--- config.mk ---
export PLATFORM = sky130hd
export DESIGN_NAME = qpmux_sel_ctrl
export DESIGN_NICKNAME = d
export VERILOG_FILES = /design/src/rtl/qpmux_sel_ctrl_pkg.sv /design/src/rtl/qpmux_sel_ctrl_sync2.sv /design/src/rtl/qpmux_sel_ctrl.sv
export SDC_FILE = /design/constraint.sdc
export NUM_CORES = 1
export LEC_CHECK = 0
export BUFFER_PORTS_ARGS = -buffer_cell sky130_fd_sc_hd__clkbuf_2
export CORE_MARGIN = 1
export CORE_UTILIZATION = 40
export CTS_CLUSTER_DIAMETER = 60
export DETAILED_ROUTE_END_ITERATION = 8
export HOLD_SLACK_MARGIN = 0.05
export SLEW_MARGIN = 20
export SYNTH_ARGS = -nofsm -noshare
export SYNTH_HDL_FRONTEND = slang
export SYNTH_SLANG_ARGS = --single-unit
--- constraint.sdc ---
create_clock -name QCK_i -period 2.3 [get_ports QCK_i]
set_input_delay 0.575 -clock QCK_i [delete_from_list [all_inputs] [get_ports QCK_i]]
set_output_delay 0.575 -clock QCK_i [all_outputs]
set_load 0.02 [all_outputs]
--- src/rtl/qpmux_sel_ctrl_pkg.sv ---
// Shared constants for the QPMUX select sequencer: source codes, FSM states,
// and the source -> {IS1,IS0} pad encoding.
package qpmux_sel_pkg;

  localparam logic [1:0] SRC_QCLKIN = 2'd0;
  localparam logic [1:0] SRC_GMUXIN = 2'd1;
  localparam logic [1:0] SRC_QHSCK  = 2'd2;

  typedef logic [2:0] state_t;

  localparam state_t ST_IDLE   = 3'd0;
  localparam state_t ST_DRAIN  = 3'd1;
  localparam state_t ST_SWITCH = 3'd2;
  localparam state_t ST_SETTLE = 3'd3;
  localparam state_t ST_REVERT = 3'd4;
  localparam state_t ST_ENABLE = 3'd5;

  // Request code 3 is an alias for QHSCK; everything downstream sees 0/1/2.
  function automatic logic [1:0] src_canon(input logic [1:0] s);
    return (s == 2'd3) ? SRC_QHSCK : s;
  endfunction

  // {IS1,IS0}; 2'b11 is never produced.
  function automatic logic [1:0] src_to_is(input logic [1:0] s);
    case (s)
      SRC_QCLKIN: return 2'b00;
      SRC_GMUXIN: return 2'b01;
      default:    return 2'b10;
    endcase
  endfunction

endpackage

--- src/rtl/qpmux_sel_ctrl_sync2.sv ---
// Two-flop synchronizer bank for asynchronous level flags.
module qpmux_sync2 #(
  parameter int W = 1
) (
  input  logic         clk_i,
  input  logic         rst_i,
  input  logic [W-1:0] d_i,
  output logic [W-1:0] q_o
);

  logic [W-1:0] s1_q;
  logic [W-1:0] s2_q;

  always_ff @(posedge clk_i) begin
    if (rst_i) begin
      s1_q <= '0;
      s2_q <= '0;
    end else begin
      s1_q <= d_i;
      s2_q <= s1_q;
    end
  end

  assign q_o = s2_q;

endmodule

--- src/rtl/qpmux_sel_ctrl.sv ---
// Glitch-free QPMUX source sequencer: gate, drain, switch select, wait for the
// new source to be alive and settled (or revert on timeout), then re-enable.
module qpmux_sel_ctrl
  import qpmux_sel_pkg::*;
#(
  parameter int unsigned DRAIN_CYCLES   = 4,
  parameter int unsigned SETTLE_CYCLES  = 8,
  parameter int unsigned TIMEOUT_CYCLES = 256
) (
  input  logic       QCK_i,
  input  logic       QRT_i,
  input  logic       REQ_VALID_i,
  input  logic [1:0] REQ_SRC_i,
  output logic       REQ_READY_o,
  input  logic [2:0] SRC_ALIVE_i,
  output logic       IS0_o,
  output logic       IS1_o,
  output logic       CLK_EN_o,
  output logic [1:0] CUR_SRC_o,
  output logic       DONE_o,
  output logic       ERR_o
);

  localparam int CNT_W = $clog2(TIMEOUT_CYCLES);
  localparam logic [CNT_W-1:0] DRAIN_LAST   = CNT_W'(DRAIN_CYCLES - 1);
  localparam logic [CNT_W-1:0] SETTLE_LAST  = CNT_W'(SETTLE_CYCLES - 1);
  localparam logic [CNT_W-1:0] TIMEOUT_LAST = CNT_W'(TIMEOUT_CYCLES - 1);

  state_t           state_q, state_d;
  logic [CNT_W-1:0] cnt_q, cnt_d;
  logic [1:0]       is_q, is_d;
  logic             clk_en_q, clk_en_d;
  logic [1:0]       cur_q, cur_d;
  logic [1:0]       tgt_q, tgt_d;
  logic [1:0]       old_q, old_d;
  logic             abort_q, abort_d;
  logic             done_q, done_d;
  logic             err_q, err_d;

  logic [2:0]       alive_s;
  logic [3:0]       alive_x;
  logic             tgt_alive;
  logic [1:0]       req_src_c;

  qpmux_sync2 #(.W(3)) u_sync (
    .clk_i (QCK_i),
    .rst_i (QRT_i),
    .d_i   (SRC_ALIVE_i),
    .q_o   (alive_s)
  );

  // Pad to four entries so a 2-bit source code indexes cleanly.
  assign alive_x   = {1'b0, alive_s};
  assign tgt_alive = alive_x[tgt_q];
  assign req_src_c = src_canon(REQ_SRC_i);

  always_comb begin
    state_d  = state_q;
    cnt_d    = cnt_q;
    is_d     = is_q;
    clk_en_d = clk_en_q;
    cur_d    = cur_q;
    tgt_d    = tgt_q;
    old_d    = old_q;
    abort_d  = abort_q;
    done_d   = 1'b0;
    err_d    = 1'b0;
    case (state_q)
      ST_IDLE: begin
        if (REQ_VALID_i) begin
          tgt_d   = req_src_c;
          old_d   = cur_q;
          abort_d = 1'b0;
          cnt_d   = '0;
          if (req_src_c == cur_q) begin
            state_d = ST_ENABLE;
            done_d  = 1'b1;
          end else begin
            state_d  = ST_DRAIN;
            clk_en_d = 1'b0;
          end
        end
      end
      ST_DRAIN: begin
        if (cnt_q == DRAIN_LAST) begin
          state_d = ST_SWITCH;
          is_d    = src_to_is(tgt_q);
        end else begin
          cnt_d = cnt_q + 1'b1;
        end
      end
      ST_SWITCH: begin
        state_d = ST_SETTLE;
        cnt_d   = '0;
      end
      ST_SETTLE: begin
        // A live target on the last timeout cycle still wins over revert.
        if (cnt_q >= SETTLE_LAST && tgt_alive) begin
          state_d  = ST_ENABLE;
          clk_en_d = 1'b1;
          done_d   = 1'b1;
          cur_d    = tgt_q;
        end else if (cnt_q == TIMEOUT_LAST) begin
          state_d = ST_REVERT;
          abort_d = 1'b1;
        end else if (cnt_q != '1) begin
          cnt_d = cnt_q + 1'b1;
        end
      end
      ST_REVERT: begin
        state_d  = ST_ENABLE;
        is_d     = src_to_is(old_q);
        clk_en_d = 1'b1;
        done_d   = 1'b1;
        err_d    = abort_q;
      end
      ST_ENABLE: begin
        state_d = ST_IDLE;
      end
      default: begin
        state_d  = ST_IDLE;
        clk_en_d = 1'b1;
        is_d     = src_to_is(cur_q);
      end
    endcase
  end

  // Reset drops straight back to QCLKIN with the gate open; no drain.
  always_ff @(posedge QCK_i) begin
    if (QRT_i) begin
      state_q  <= ST_IDLE;
      cnt_q    <= '0;
      is_q     <= src_to_is(SRC_QCLKIN);
      clk_en_q <= 1'b1;
      cur_q    <= SRC_QCLKIN;
      tgt_q    <= SRC_QCLKIN;
      old_q    <= SRC_QCLKIN;
      abort_q  <= 1'b0;
      done_q   <= 1'b0;
      err_q    <= 1'b0;
    end else begin
      state_q  <= state_d;
      cnt_q    <= cnt_d;
      is_q     <= is_d;
      clk_en_q <= clk_en_d;
      cur_q    <= cur_d;
      tgt_q    <= tgt_d;
      old_q    <= old_d;
      abort_q  <= abort_d;
      done_q   <= done_d;
      err_q    <= err_d;
    end
  end

  assign REQ_READY_o = (state_q == ST_IDLE);
  assign IS0_o       = is_q[0];
  assign IS1_o       = is_q[1];
  assign CLK_EN_o    = clk_en_q;
  assign CUR_SRC_o   = cur_q;
  assign DONE_o      = done_q;
  assign ERR_o       = err_q;

endmodule

Word-level counts from Yosys, hierarchy flattened
Cells that the tools add are included.
- register bits after elaboration: 29
- bits of input ports: 8
- output and inout bits: 8
- word-level logic and storage cells: 90
- add/subtract/negate cells: 1
- order comparisons: 2
- equal/unequal tests: 23
- multiplexer cells: 32
- bitwise operators: 3
- reduce and logical (&&, ||, !) cells: 17
- operator list (cell ; number):
    $mux W8 ; 5
    $pmux W8 S4 ; 1
    $ne A2 B2 Y1 const B ; 9
    $mux W3 ; 5
    $pmux W3 S5 ; 1
    $pmux W2 S2 ; 3
    $mux W1 ; 10
    $add A8 B1 Y8 const B ; 1
    $eq A8 B2 Y1 const B ; 1
    $eq A8 B8 Y1 const B ; 1
    $ge A8 B3 Y1 const B ; 1
    $ne A8 B8 Y1 const B ; 1
    $reduce_and A4 Y1 ; 2
    $eq A2 B1 Y1 const B ; 3
    $eq A3 B2 Y1 const B ; 2
    $eq A3 B3 Y1 const B ; 2
    $logic_not A2 Y1 ; 3
    $pmux W1 S3 ; 2
    $pmux W2 S3 ; 1
    $reduce_and A2 Y1 ; 3
    $reduce_and A6 Y1 ; 1
    $mux W2 ; 2
    $reduce_bool A4 Y1 ; 1
    $reduce_or A4 Y1 ; 1
    14 further kinds ; 16

Depth between registers and ports, before layout
Gate-level depths: netlist (run 1).
- word-level depth: 6
- mapped depth: 7

Hierarchy
A second synthesis (run 1) with hierarchy kept.
- cell total of the unflattened synthesis: 167
- area, all modules: 1503.9 um2
- by module, submodules not included (module ; times used ; cells each ; area each (um2) ; seq. area each (um2)):
    qpmux_sel_ctrl ; 1 ; 155 ; 1346.3 ; 460.4
    qpmux_sync2 ; 1 ; 12 ; 157.7 ; 120.1

Least setup slack after synthesis (run 1)
OpenSTA, ideal clock, no wires.
- path kind: register to register
- from: register cnt_q[0]
- to: register cnt_q[7]
- arrival: 1.749 ns
- data required time: 2.230 ns
- path slack: 0.481 ns
- stages on the path, launching flop included: 8
- buffers on the path: 0
- clock period less this slack: 1.819 ns
- cell sequence: dfxtp_1 > ha_1 > nand2_1 > a31oi_4 > a211oi_4 > nand3b_2 > or3_1 > a21oi_1
- cells in the longest elaborated chain, start to end: 5
- elaborated cells on any way between the ends: 16
- ends and longest elaborated chain (item ; RTL line ; RTL):
    from (decl) ; qpmux_sel_ctrl.sv:30 ; logic [CNT_W-1:0] cnt_q, cnt_d;
    from (signal assigned) ; qpmux_sel_ctrl.sv:143 ; cnt_q <= cnt_d;
    $add A8 B1 Y8 ; qpmux_sel_ctrl.sv:89, qpmux_sel_ctrl.sv:107 ;
    $mux W8 ; qpmux_sel_ctrl.sv:106 ; end else if (cnt_q != '1) begin
    $mux W8 ; qpmux_sel_ctrl.sv:103 ; end else if (cnt_q == TIMEOUT_LAST) begin
    $mux W8 ; qpmux_sel_ctrl.sv:98 ; if (cnt_q >= SETTLE_LAST && tgt_alive) begin
    $pmux W8 S4 ; qpmux_sel_ctrl.sv:68 ; case (state_q)
Several ways; a longest one is shown, not always the timed one. The select of a mux whose other input is x is not followed.
A chain may end at the register's enable or synchronous reset.

Final worst setup path (run 1)
Ends and elaborated chain as after synthesis.

==> results of run 1 <==
==> cells in the final DEF (no fill, tap or decap), drive strengths merged <==
cell type / synthesis / routed
a211o: 1 / 1
a211oi: 5 / 5
a21oi: 17 / 17
a221oi: 1 / 1
a2bb2oi: 1 / 1
a311oi: 1 / 1
a31oi: 2 / 2
and2: 1 / 1
and3: 1 / 1
buf: 0 / 4
bufinv: 0 / 1
clkbuf: 7 / 22
dfxtp: 29 / 29
ha: 1 / 1
inv: 4 / 4
mux2i: 3 / 3
nand2: 22 / 22
nand2b: 2 / 2
nand3: 12 / 12
nand3b: 2 / 2
nand4: 4 / 4
nand4b: 1 / 1
nor2: 16 / 16
nor2b: 12 / 12
nor3: 7 / 7
nor4: 1 / 1
nor4b: 1 / 1
o211ai: 2 / 2
o21a: 1 / 1
o21ai: 5 / 5
o221ai: 1 / 1
o22ai: 1 / 1
o2bb2ai: 1 / 1
or3: 2 / 2
xnor2: 1 / 1
xor2: 5 / 5
==> layer usage <==
| metal | track usage | vias to the layer above | wire length (um) |
|---|---|---|---|
| met5 | 0 | - | 0 |
| met4 | 0.08571 | 0 | 56 |
| met2 | 0.2719 | 29 | 1407 |
| li1 | - | 653 | - |
| met1 | 0.2363 | 563 | 1367 |
| met3 | 0.06211 | 7 | 153 |
==> final timing paths <==
check | start | endpoint | slack, ns | cells past startpoint
max | cnt_q[0] | cnt_q[7] | 0.27 | 7
max reg2reg | cnt_q[0] | cnt_q[7] | 0.27 | 7
min | u_sync.s1_q[1] | u_sync.q_o[1] | 0.44 | 1
min reg2reg | u_sync.s1_q[1] | u_sync.q_o[1] | 0.44 | 1
==> flip-flops by register name, indices dropped and copies added (netlist names), 2 cells and up <==
register	count
cnt_q	8
state_q	3
u_sync.q_o	3
u_sync.s1_q	3
CUR_SRC_o	2
is_q	2
old_q	2
tgt_q	2
==> worst max-delay path, delay by kind of cell (launching register included) <==
| kind | cells | cell delay (ns) |
|---|---|---|
| and+or+nand+nor | 3 | 0.67 |
| adders and majority gates | 1 | 0.25 |
| AOI/OAI and AO/OA | 3 | 0.71 |
| DFF | 1 | 0.34 |
==> per-stage QoR <==
| step | cells | util |
|---|---|---|
| after global placement | 231 | 0.4643 |
| after CTS | 239 | 0.4896 |
| after floorplan | 173 | - |
| after detailed placement | 231 | 0.4643 |
| after global routing | 239 | 0.4896 |
| final | 239 | 0.4896 |
==> cell type report <==
cell class,count,area [um2],share of cell area
Tap cell,46,57.56,0.03495
Timing Repair Buffer,19,105.1,0.06383
Inverter,4,15.01,0.009119
Multi-Input combinational cell,133,803.3,0.4878
Clock buffer,7,55.05,0.03343
Clock inverter,1,30.03,0.01824
Sequential cell,29,580.6,0.3526
==> cell usage after synthesis (2+ instances only) <==
library cell / number / area (um2)
dfxtp_1: 29 / 580.6
nand2_1: 22 / 82.58
a21oi_1: 17 / 85.08
nor2_1: 15 / 56.30
nand3_1: 12 / 60.06
nor2b_1: 12 / 75.07
clkbuf_1: 7 / 26.28
nor3_1: 6 / 30.03
xor2_1: 5 / 43.79
a211oi_1: 4 / 30.03
inv_1: 4 / 15.01
nand4_1: 4 / 25.02
mux2i_1: 3 / 30.03
o21ai_0: 3 / 15.01
nand2b_1: 2 / 12.51
o211ai_1: 2 / 15.01
o21ai_1: 2 / 10.01
or3_1: 2 / 12.51
==> kinds of logic (layout without fill, tap and decap cells) <==
family	Yosys count	count (layout)	share of synthesized area
xor+xnor	6	6	0.03687
buf+inv	11	31	0.02897
mux	3	3	0.02107
fa+ha+maj	1	1	0.008778
simple gates	84	84	0.3038
compound gates	39	39	0.1932
flops	29	29	0.4074
==> power groups by stage <==
stage          combinational [mW]  clock [mW]  sequential (mW)
2_1_floorplan               0.152           0            0.565
3_3_place_gp                0.215           0            0.565
3_5_place_dp                0.217           0            0.566
4_1_cts                     0.218       0.452            0.554
5_1_grt                     0.243       0.477            0.559
6_report                    0.218       0.442            0.554
==> impl_metrics.env, run 1 <==
export IMPL_placed_cell_area_mm2=0.001562
export IMPL_crit_required_ns=2.57
export IMPL_cp_start_kind="flip-flop"
export IMPL_htreeDepth=2
export IMPL_gp_congestion=0.8461
export IMPL_clock_sinks=29
export IMPL_grt_pass1_wl_um=4878
export IMPL_ant_nets=0
export IMPL_post_route_period_util=0.8812
export IMPL_rsz0062_at_grt="no"
export IMPL_die_area_mm2=0.003806
export IMPL_fin_ws_ns=0.2733
export IMPL_core_mm2=0.003363
export IMPL_critPathMaxFanout=8
export IMPL_sw_frac_of_total=0.2810
export IMPL_post_cts_buffers=0
export IMPL_grt_util_all_layers=0.1820
export IMPL_viasPerCell=5.238
export IMPL_total_leakage_power_nw=0.6086
export IMPL_worst_slew_pin_slew_ns=0.4660
export IMPL_p_clk_frac=0.364
export IMPL_syn_inst=173
export IMPL_total_switching_power_mw=0.3411
export IMPL_die_h_um=61.69
export IMPL_hold_slack_ns=0.4426
export IMPL_cp_cell_sequence="ha_1 -> nand2_1 -> a31oi_4 -> a211oi_4 -> nand3b_2 -> or3_1 -> a21oi_1"
export IMPL_gr_total_overflow=0
export IMPL_finalSetupViolations=0
export IMPL_crit_type="flip-flop to flip-flop"
export IMPL_diodes=0
export IMPL_row_count=21
export IMPL_clk_path_buf_depth=2
export IMPL_status="completed"
export IMPL_ys_types=40
export IMPL_powerDensity_mw_per_mm2=737.1
export IMPL_endpoint_kind="flip-flop"
export IMPL_cp_slowest_cell="a211oi_4"
export IMPL_yosys_warnings=0
export IMPL_dr_total_vias=1252
export IMPL_tns_ns=0
export IMPL_drtPass1Iterations=4
export IMPL_syn_area_mm2=0.001425
export IMPL_ys_async_sr_fraction=0
export IMPL_p_int_mw=0.8726
export IMPL_antenna_found_initial=0
export IMPL_die_w_um=61.69
export IMPL_cts_buffers=5
export IMPL_nets=201
export IMPL_synth_seq_area_share=0.4074
export IMPL_clkTransAtPathRegs_ns=0.09
export IMPL_post_place_ws_ns=0.2846
export IMPL_ctsResizeCount=0
export IMPL_insertion_delay_ns=0.33
export IMPL_maxCapViolCount=0
export IMPL_irDropWorstVdd_uv=423.5
export IMPL_drc=0
export IMPL_synth_fp_nets=182
export IMPL_ys_seq_elements=29
export IMPL_fmax_mhz=493.4
export IMPL_wl_per_cell_um=12.49
export IMPL_slew_headroom=0.6889
export IMPL_fin_skew_ns=0.01257
export IMPL_drive_above_1_share=0.1710
export IMPL_cts_tree="built"
export IMPL_seq_power_share=0.456
export IMPL_routed_wl_um=2985
export IMPL_synth_edf_count=0
export IMPL_n_fill_cell=363
export IMPL_synthFlopType="dfxtp_1"
export IMPL_hold_viol=0
export IMPL_initial_core_util=0.4237
export IMPL_hold_class="flip-flop to flip-flop"
export IMPL_grt_pass1_vias=1032
export IMPL_final_area_mm2=0.001647
export IMPL_layout_min_cycle_time_ns=2.027
export IMPL_final_max_slew_viol_count=0
export IMPL_p_comb_frac=0.180
export IMPL_dp_hpwl_um=2208
export IMPL_syn_avg_cell_area_um2=8.238
export IMPL_portBuffers=15
export IMPL_grt_start_max_net_pins=25
export IMPL_hold_buffers=0
export IMPL_arrival_ns=2.29
export IMPL_critPathMaxStageDelay_ns=0.44
export IMPL_num_io_pins=16
export IMPL_drt_initial_drc_count=86
export IMPL_syn_to_final_growth_pct=15.54
export IMPL_totalPowerFinal_mw=1.214
export IMPL_ctsRootBufferMaster="clkbuf_4"
No activity file was read; power rests on OpenSTA's default activity.
==> run 2, diff against run 1 <==
Settings changed: BUFFER_PORTS_ARGS -buffer_cell sky130_fd_sc_hd__clkbuf_2 to -buffer_cell sky130_fd_sc_hd__buf_2.
==> impl_metrics.env, run 2 (synthesis results as in run 1) <==
export IMPL_clk_path_buf_depth=2
export IMPL_critical_path_top_delay_family="compound AO/OA/AOI/OAI gates"
export IMPL_viasPerCell=5.349
export IMPL_hold_viol=0
export IMPL_antenna_found_initial=0
export IMPL_arrival_ns=2.30
export IMPL_final_cell_mix="dfxtp_1 (29), nand2_1 (22), a21oi_1 (17)"
export IMPL_groute_layer_met3_usage=0.06832
export IMPL_dp_hpwl_um=2223
export IMPL_drive_above_1_share=0.1719
export IMPL_die_h_um=61.69
export IMPL_gr_total_overflow=0
export IMPL_die_area_mm2=0.003806
export IMPL_worst_slew_pin_slew_ns=0.4729
export IMPL_critPathMaxStageDelay_ns=0.42
export IMPL_whs_path_depth=2
export IMPL_irDropWorstVdd_uv=347.6
export IMPL_row_count=21
export IMPL_reg2regPathDepth=7
export IMPL_cts_tree="built"
export IMPL_fin_skew_ns=0.01136
export IMPL_r2r_end="cnt_q[7]"
export IMPL_drtPass1Iterations=4
export IMPL_drt_initial_drc_count=61
export IMPL_regMostFlops="cnt_q"
export IMPL_portBuffers=15
export IMPL_finalSetupViolations=0
export IMPL_endpoint_kind="flip-flop"
export IMPL_rr_startpoint="cnt_q[0]"
export IMPL_hold_start="SRC_ALIVE_i[0]"
export IMPL_crit_required_ns=2.58
export IMPL_syn_to_final_growth_pct=12.91
export IMPL_grt_pass1_vias=1037
export IMPL_ant_nets=0
export IMPL_utilization=0.4784
export IMPL_largest_reg_flops=8
export IMPL_core_mm2=0.003363
export IMPL_dr_total_vias=1273
export IMPL_insertion_delay_ns=0.35
export IMPL_gp_congestion=0.8610
export IMPL_clkTransAtPathRegs_ns=0.10
export IMPL_powerDensity_mw_per_mm2=676.4
export IMPL_post_route_period_util=0.8787
export IMPL_slew_headroom=0.6843
export IMPL_grt_util_all_layers=0.1769
export IMPL_top_usage_layer="met2"
export IMPL_ctsResizeCount=0
export IMPL_grt_start_max_net_pins=25
export IMPL_hold_class="primary input to flip-flop"
export IMPL_die_w_um=61.69
export IMPL_critPathBufInv=0
export IMPL_n_fill_cell=360
export IMPL_rsz0062_at_grt="no"
export IMPL_final_max_slew_viol_count=0
export IMPL_hold_buffers=0
export IMPL_ctsRootBufferMaster="clkbuf_4"
export IMPL_layout_commonest_cell="dfxtp_1"
export IMPL_status="completed"
export IMPL_routed_wl_um=3073
export IMPL_crit_type="flip-flop to flip-flop"
export IMPL_r2r_slack_ns=0.28
export IMPL_tns_ns=0
export IMPL_nets=200
export IMPL_initial_core_util=0.4237
export IMPL_layout_min_cycle_time_ns=2.021
export IMPL_diodes=0
export IMPL_drc=0
export IMPL_cp_start_kind="flip-flop"
export IMPL_cts_buffers=5
export IMPL_grtUsageMet2=0.2704
export IMPL_num_io_pins=16
export IMPL_grtUsageMet1=0.2259
export IMPL_wl_per_cell_um=12.91
export IMPL_post_cts_buffers=0
export IMPL_clock_sinks=29
export IMPL_critPathMaxFanout=8
export IMPL_htreeDepth=2
export IMPL_fmax_mhz=494.8
export IMPL_total_leakage_power_nw=0.5919
export IMPL_cp_cell_sequence="ha_1 -> nand2_1 -> a31oi_4 -> a211oi_4 -> nand3b_2 -> or3_1 -> a21oi_1"
export IMPL_cp_slowest_cell="a211oi_4"
export IMPL_grt_pass1_wl_um=4726
export IMPL_maxCapViolCount=0
export IMPL_whs_endpoint="u_sync.s1_q[0]"
## run 2: changes by cell type in the layout (fill, tap and decap cells not counted)
cell	delta
clkbuf_1	-1
bufinv_16	-1
clkinvlp_4	+1
clkbuf_8	-1
buf_2	+15
clkbuf_2	-15
clkinv_2	+2
buf_4	-1
## run 2: area by class of cell
class,instances,area (um2),area share
clock buffers,5,37.54,0.02333
clock inverters,3,17.52,0.01089
repair buffers,18,97.59,0.06065
well taps,46,57.56,0.03577
multi-input cells,133,803.3,0.4992
inverters,4,15.01,0.009331
flip-flops and latches,29,580.6,0.3608
## run 2: how the worst max path moves through the flow
stage | from | end | slack [ns] | cells past startpoint
after detailed placement | cnt_q[0] | cnt_q[7] | 0.33 | 7
final | cnt_q[0] | cnt_q[7] | 0.28 | 7
after global routing | cnt_q[0] | cnt_q[7] | 0.13 | 7
after CTS | cnt_q[0] | cnt_q[7] | 0.28 | 7
after floorplan | cnt_q[0] | cnt_q[7] | 0.48 | 7
after global placement | cnt_q[0] | cnt_q[7] | 0.36 | 7
## run 2: through the flow
step	hold WS, ns	std cells	setup WS (ns)	area (um2)	power [mW]
3_5_place_dp	0.4319	230	0.3257	1554	0.7820
2_1_floorplan	0.4138	173	0.4812	1425	0.7176
6_report	0.4387	238	0.2790	1609	1.088
4_1_cts	0.4353	238	0.2791	1609	1.095
5_1_grt	0.4493	238	0.1342	1609	1.143
3_3_place_gp	0.4174	230	0.3632	1554	0.7802
## run 2: report_power, final
part           internal [mW]  leakage, nW  switching (mW)
Sequential             0.527        0.236          0.0274
Clock                  0.115       0.0310           0.201
Combinational         0.0851        0.325           0.132
## run 2: metal layers
layer,up-vias,part of all wire
li1,648,-
met3,7,0.050
met4,0,0.016
met1,591,0.48
met2,27,0.46
met5,-,0
==> run 3, diff against run 2 <==
Settings changed: ABC_CLOCK_PERIOD_IN_PS from default to 2300, CORE_UTILIZATION 40 to 35.
==> impl_metrics.env, run 3 (synthesis results as in run 1) <==
export IMPL_total_leakage_power_nw=0.6204
export IMPL_p_comb_frac=0.146
export IMPL_cp_slowest_cell="a211oi_4"
export IMPL_final_area_mm2=0.001680
export IMPL_slew_headroom=0.6456
export IMPL_cts_buffers=5
export IMPL_clock_sinks=29
export IMPL_sw_frac_of_total=0.2559
export IMPL_whs_path_depth=1
export IMPL_p_clk_frac=0.448
export IMPL_clkTransAtPathRegs_ns=0.06
export IMPL_num_io_pins=16
export IMPL_worst_slew_pin_slew_ns=0.5308
export IMPL_path_depth=7
export IMPL_largest_reg_flops=8
export IMPL_grt_util_all_layers=0.1631
export IMPL_critPathMaxStageDelay_ns=0.45
export IMPL_status="completed"
export IMPL_layout_commonest_cell="dfxtp_1"
export IMPL_wl_per_cell_um=13.13
export IMPL_die_h_um=65.81
export IMPL_drtPass1Iterations=4
export IMPL_drt_initial_drc_count=115
export IMPL_initial_core_util=0.3779
export IMPL_fin_skew_ns=0.002689
export IMPL_irDropWorstVdd_uv=372.7
export IMPL_total_switching_power_mw=0.3561
export IMPL_powerDensity_mw_per_mm2=828.0
export IMPL_critical_path_top_delay_family="compound AO/OA/AOI/OAI gates"
export IMPL_htreeDepth=2
export IMPL_final_cell_mix="dfxtp_1 (29), nand2_1 (22), a21oi_1 (17)"
export IMPL_post_route_period_util=0.8888
export IMPL_row_count=22
export IMPL_cp_start_kind="flip-flop"
export IMPL_n_fill_cell=378
export IMPL_p_int_mw=1.035
export IMPL_utilization=0.4456
export IMPL_cp_cell_sequence="ha_1 -> nand2_1 -> a31oi_4 -> a211oi_4 -> nand3b_2 -> or3_1 -> a21oi_1"
export IMPL_insertion_delay_ns=0.28
export IMPL_gr_total_overflow=0
export IMPL_hold_viol=0
export IMPL_grt_pass1_vias=1208
export IMPL_tns_ns=0
export IMPL_seq_power_share=0.405
export IMPL_crit_required_ns=2.51
export IMPL_finalSetupViolations=0
export IMPL_arrival_ns=2.26
export IMPL_grt_pass1_wl_um=5354
export IMPL_crit_type="flip-flop to flip-flop"
export IMPL_regMostFlops="cnt_q"
export IMPL_nets=198
export IMPL_hold_class="flip-flop to flip-flop"
export IMPL_syn_to_final_growth_pct=17.91
export IMPL_cts_tree="built"
export IMPL_drc=0
export IMPL_die_w_um=65.81
export IMPL_placed_cell_area_mm2=0.001541
export IMPL_endpoint_kind="flip-flop"
export IMPL_dr_total_vias=1261
export IMPL_portBuffers=15
export IMPL_critPathBufInv=0
export IMPL_drive_above_1_share=0.1684
export IMPL_rsz0062_at_grt="no"
export IMPL_diodes=0
export IMPL_antenna_found_initial=0
export IMPL_dp_hpwl_um=2238
export IMPL_grt_start_max_net_pins=25
export IMPL_gp_congestion=0.8451
export IMPL_placed_cells=230
export IMPL_die_area_mm2=0.004331
export IMPL_clk_path_buf_depth=2
export IMPL_core_mm2=0.003771
export IMPL_totalPowerFinal_mw=1.391
export IMPL_post_cts_buffers=0
export IMPL_post_layout_nonfiller_instances=238
export IMPL_ant_nets=0
export IMPL_layout_min_cycle_time_ns=2.044
export IMPL_viasPerCell=5.298
export IMPL_maxCapViolCount=0
export IMPL_final_max_slew_viol_count=0
export IMPL_critPathMaxFanout=8
export IMPL_reg2regPathDepth=7
export IMPL_routed_wl_um=3126
export IMPL_ctsRootBufferMaster="clkbuf_8"
export IMPL_fmax_mhz=489.2
run 3: cell types whose count changed in the layout (fill, tap and decap cells not counted):
cell,before,now
clkbuf_4,5,0
clkbuf_8,0,5
buf_4,3,1
bufinv_16,0,2
clkinv_2,2,1
clkinvlp_4,1,0
nor3_1,6,5
nor3_2,0,1
run 3: per-stage QoR:
stage | setup slack (ns) | hold slack [ns]
2_1_floorplan | 0.4812 | 0.4138
3_3_place_gp | 0.3645 | 0.4246
3_5_place_dp | 0.2690 | 0.4204
4_1_cts | 0.07130 | 0.4362
5_1_grt | 0.08843 | 0.4587
6_report | 0.2557 | 0.4330
run 3: what timing repair did:
action / in CTS / in global routing
resized for setup: 0 / 1
hold buffers: 0 / 0
endpoints found under the hold margin: 0 / 0
setup endpoints to repair: 0 / 1
run 3: cell type report:
type                       instances  area (um2)  share of cell area
multi-input combinational        133       808.3              0.4810
timing repair buffer              16       82.58             0.04914
clock inverter                     3       65.06             0.03872
clock buffer                       5       68.82             0.04095
inverter                           4       15.01            0.008935
tap                               48       60.06             0.03574
sequential                        29       580.6              0.3455
run 3: layer usage:
metal / GRT usage / routed length [um] / part of all wire / vias up
met3: 0.04655 / 143 / 0.046 / 2
met5: 0 / 0 / 0 / -
met2: 0.2589 / 1481 / 0.47 / 38
met1: 0.2047 / 1494 / 0.48 / 576
li1: - / - / - / 645
met4: 0.06793 / 8 / 0.0026 / 0
run 3: power groups by stage:
stage          clock, mW  sequential [mW]  combinational [mW]
2_1_floorplan          0            0.565               0.152
3_3_place_gp           0            0.571               0.197
3_5_place_dp           0            0.573               0.200
4_1_cts            0.642            0.562               0.201
5_1_grt            0.662            0.570               0.225
6_report           0.623            0.564               0.204
run 3: worst paths after layout:
check                               startpoint            end  slack, ns
worst max register to register        cnt_q[0]       cnt_q[7]       0.26
worst min register to register  u_sync.s1_q[1]  u_sync.q_o[1]       0.43
worst min-delay path            u_sync.s1_q[1]  u_sync.q_o[1]       0.43
worst max-delay path                  cnt_q[0]       cnt_q[7]       0.26
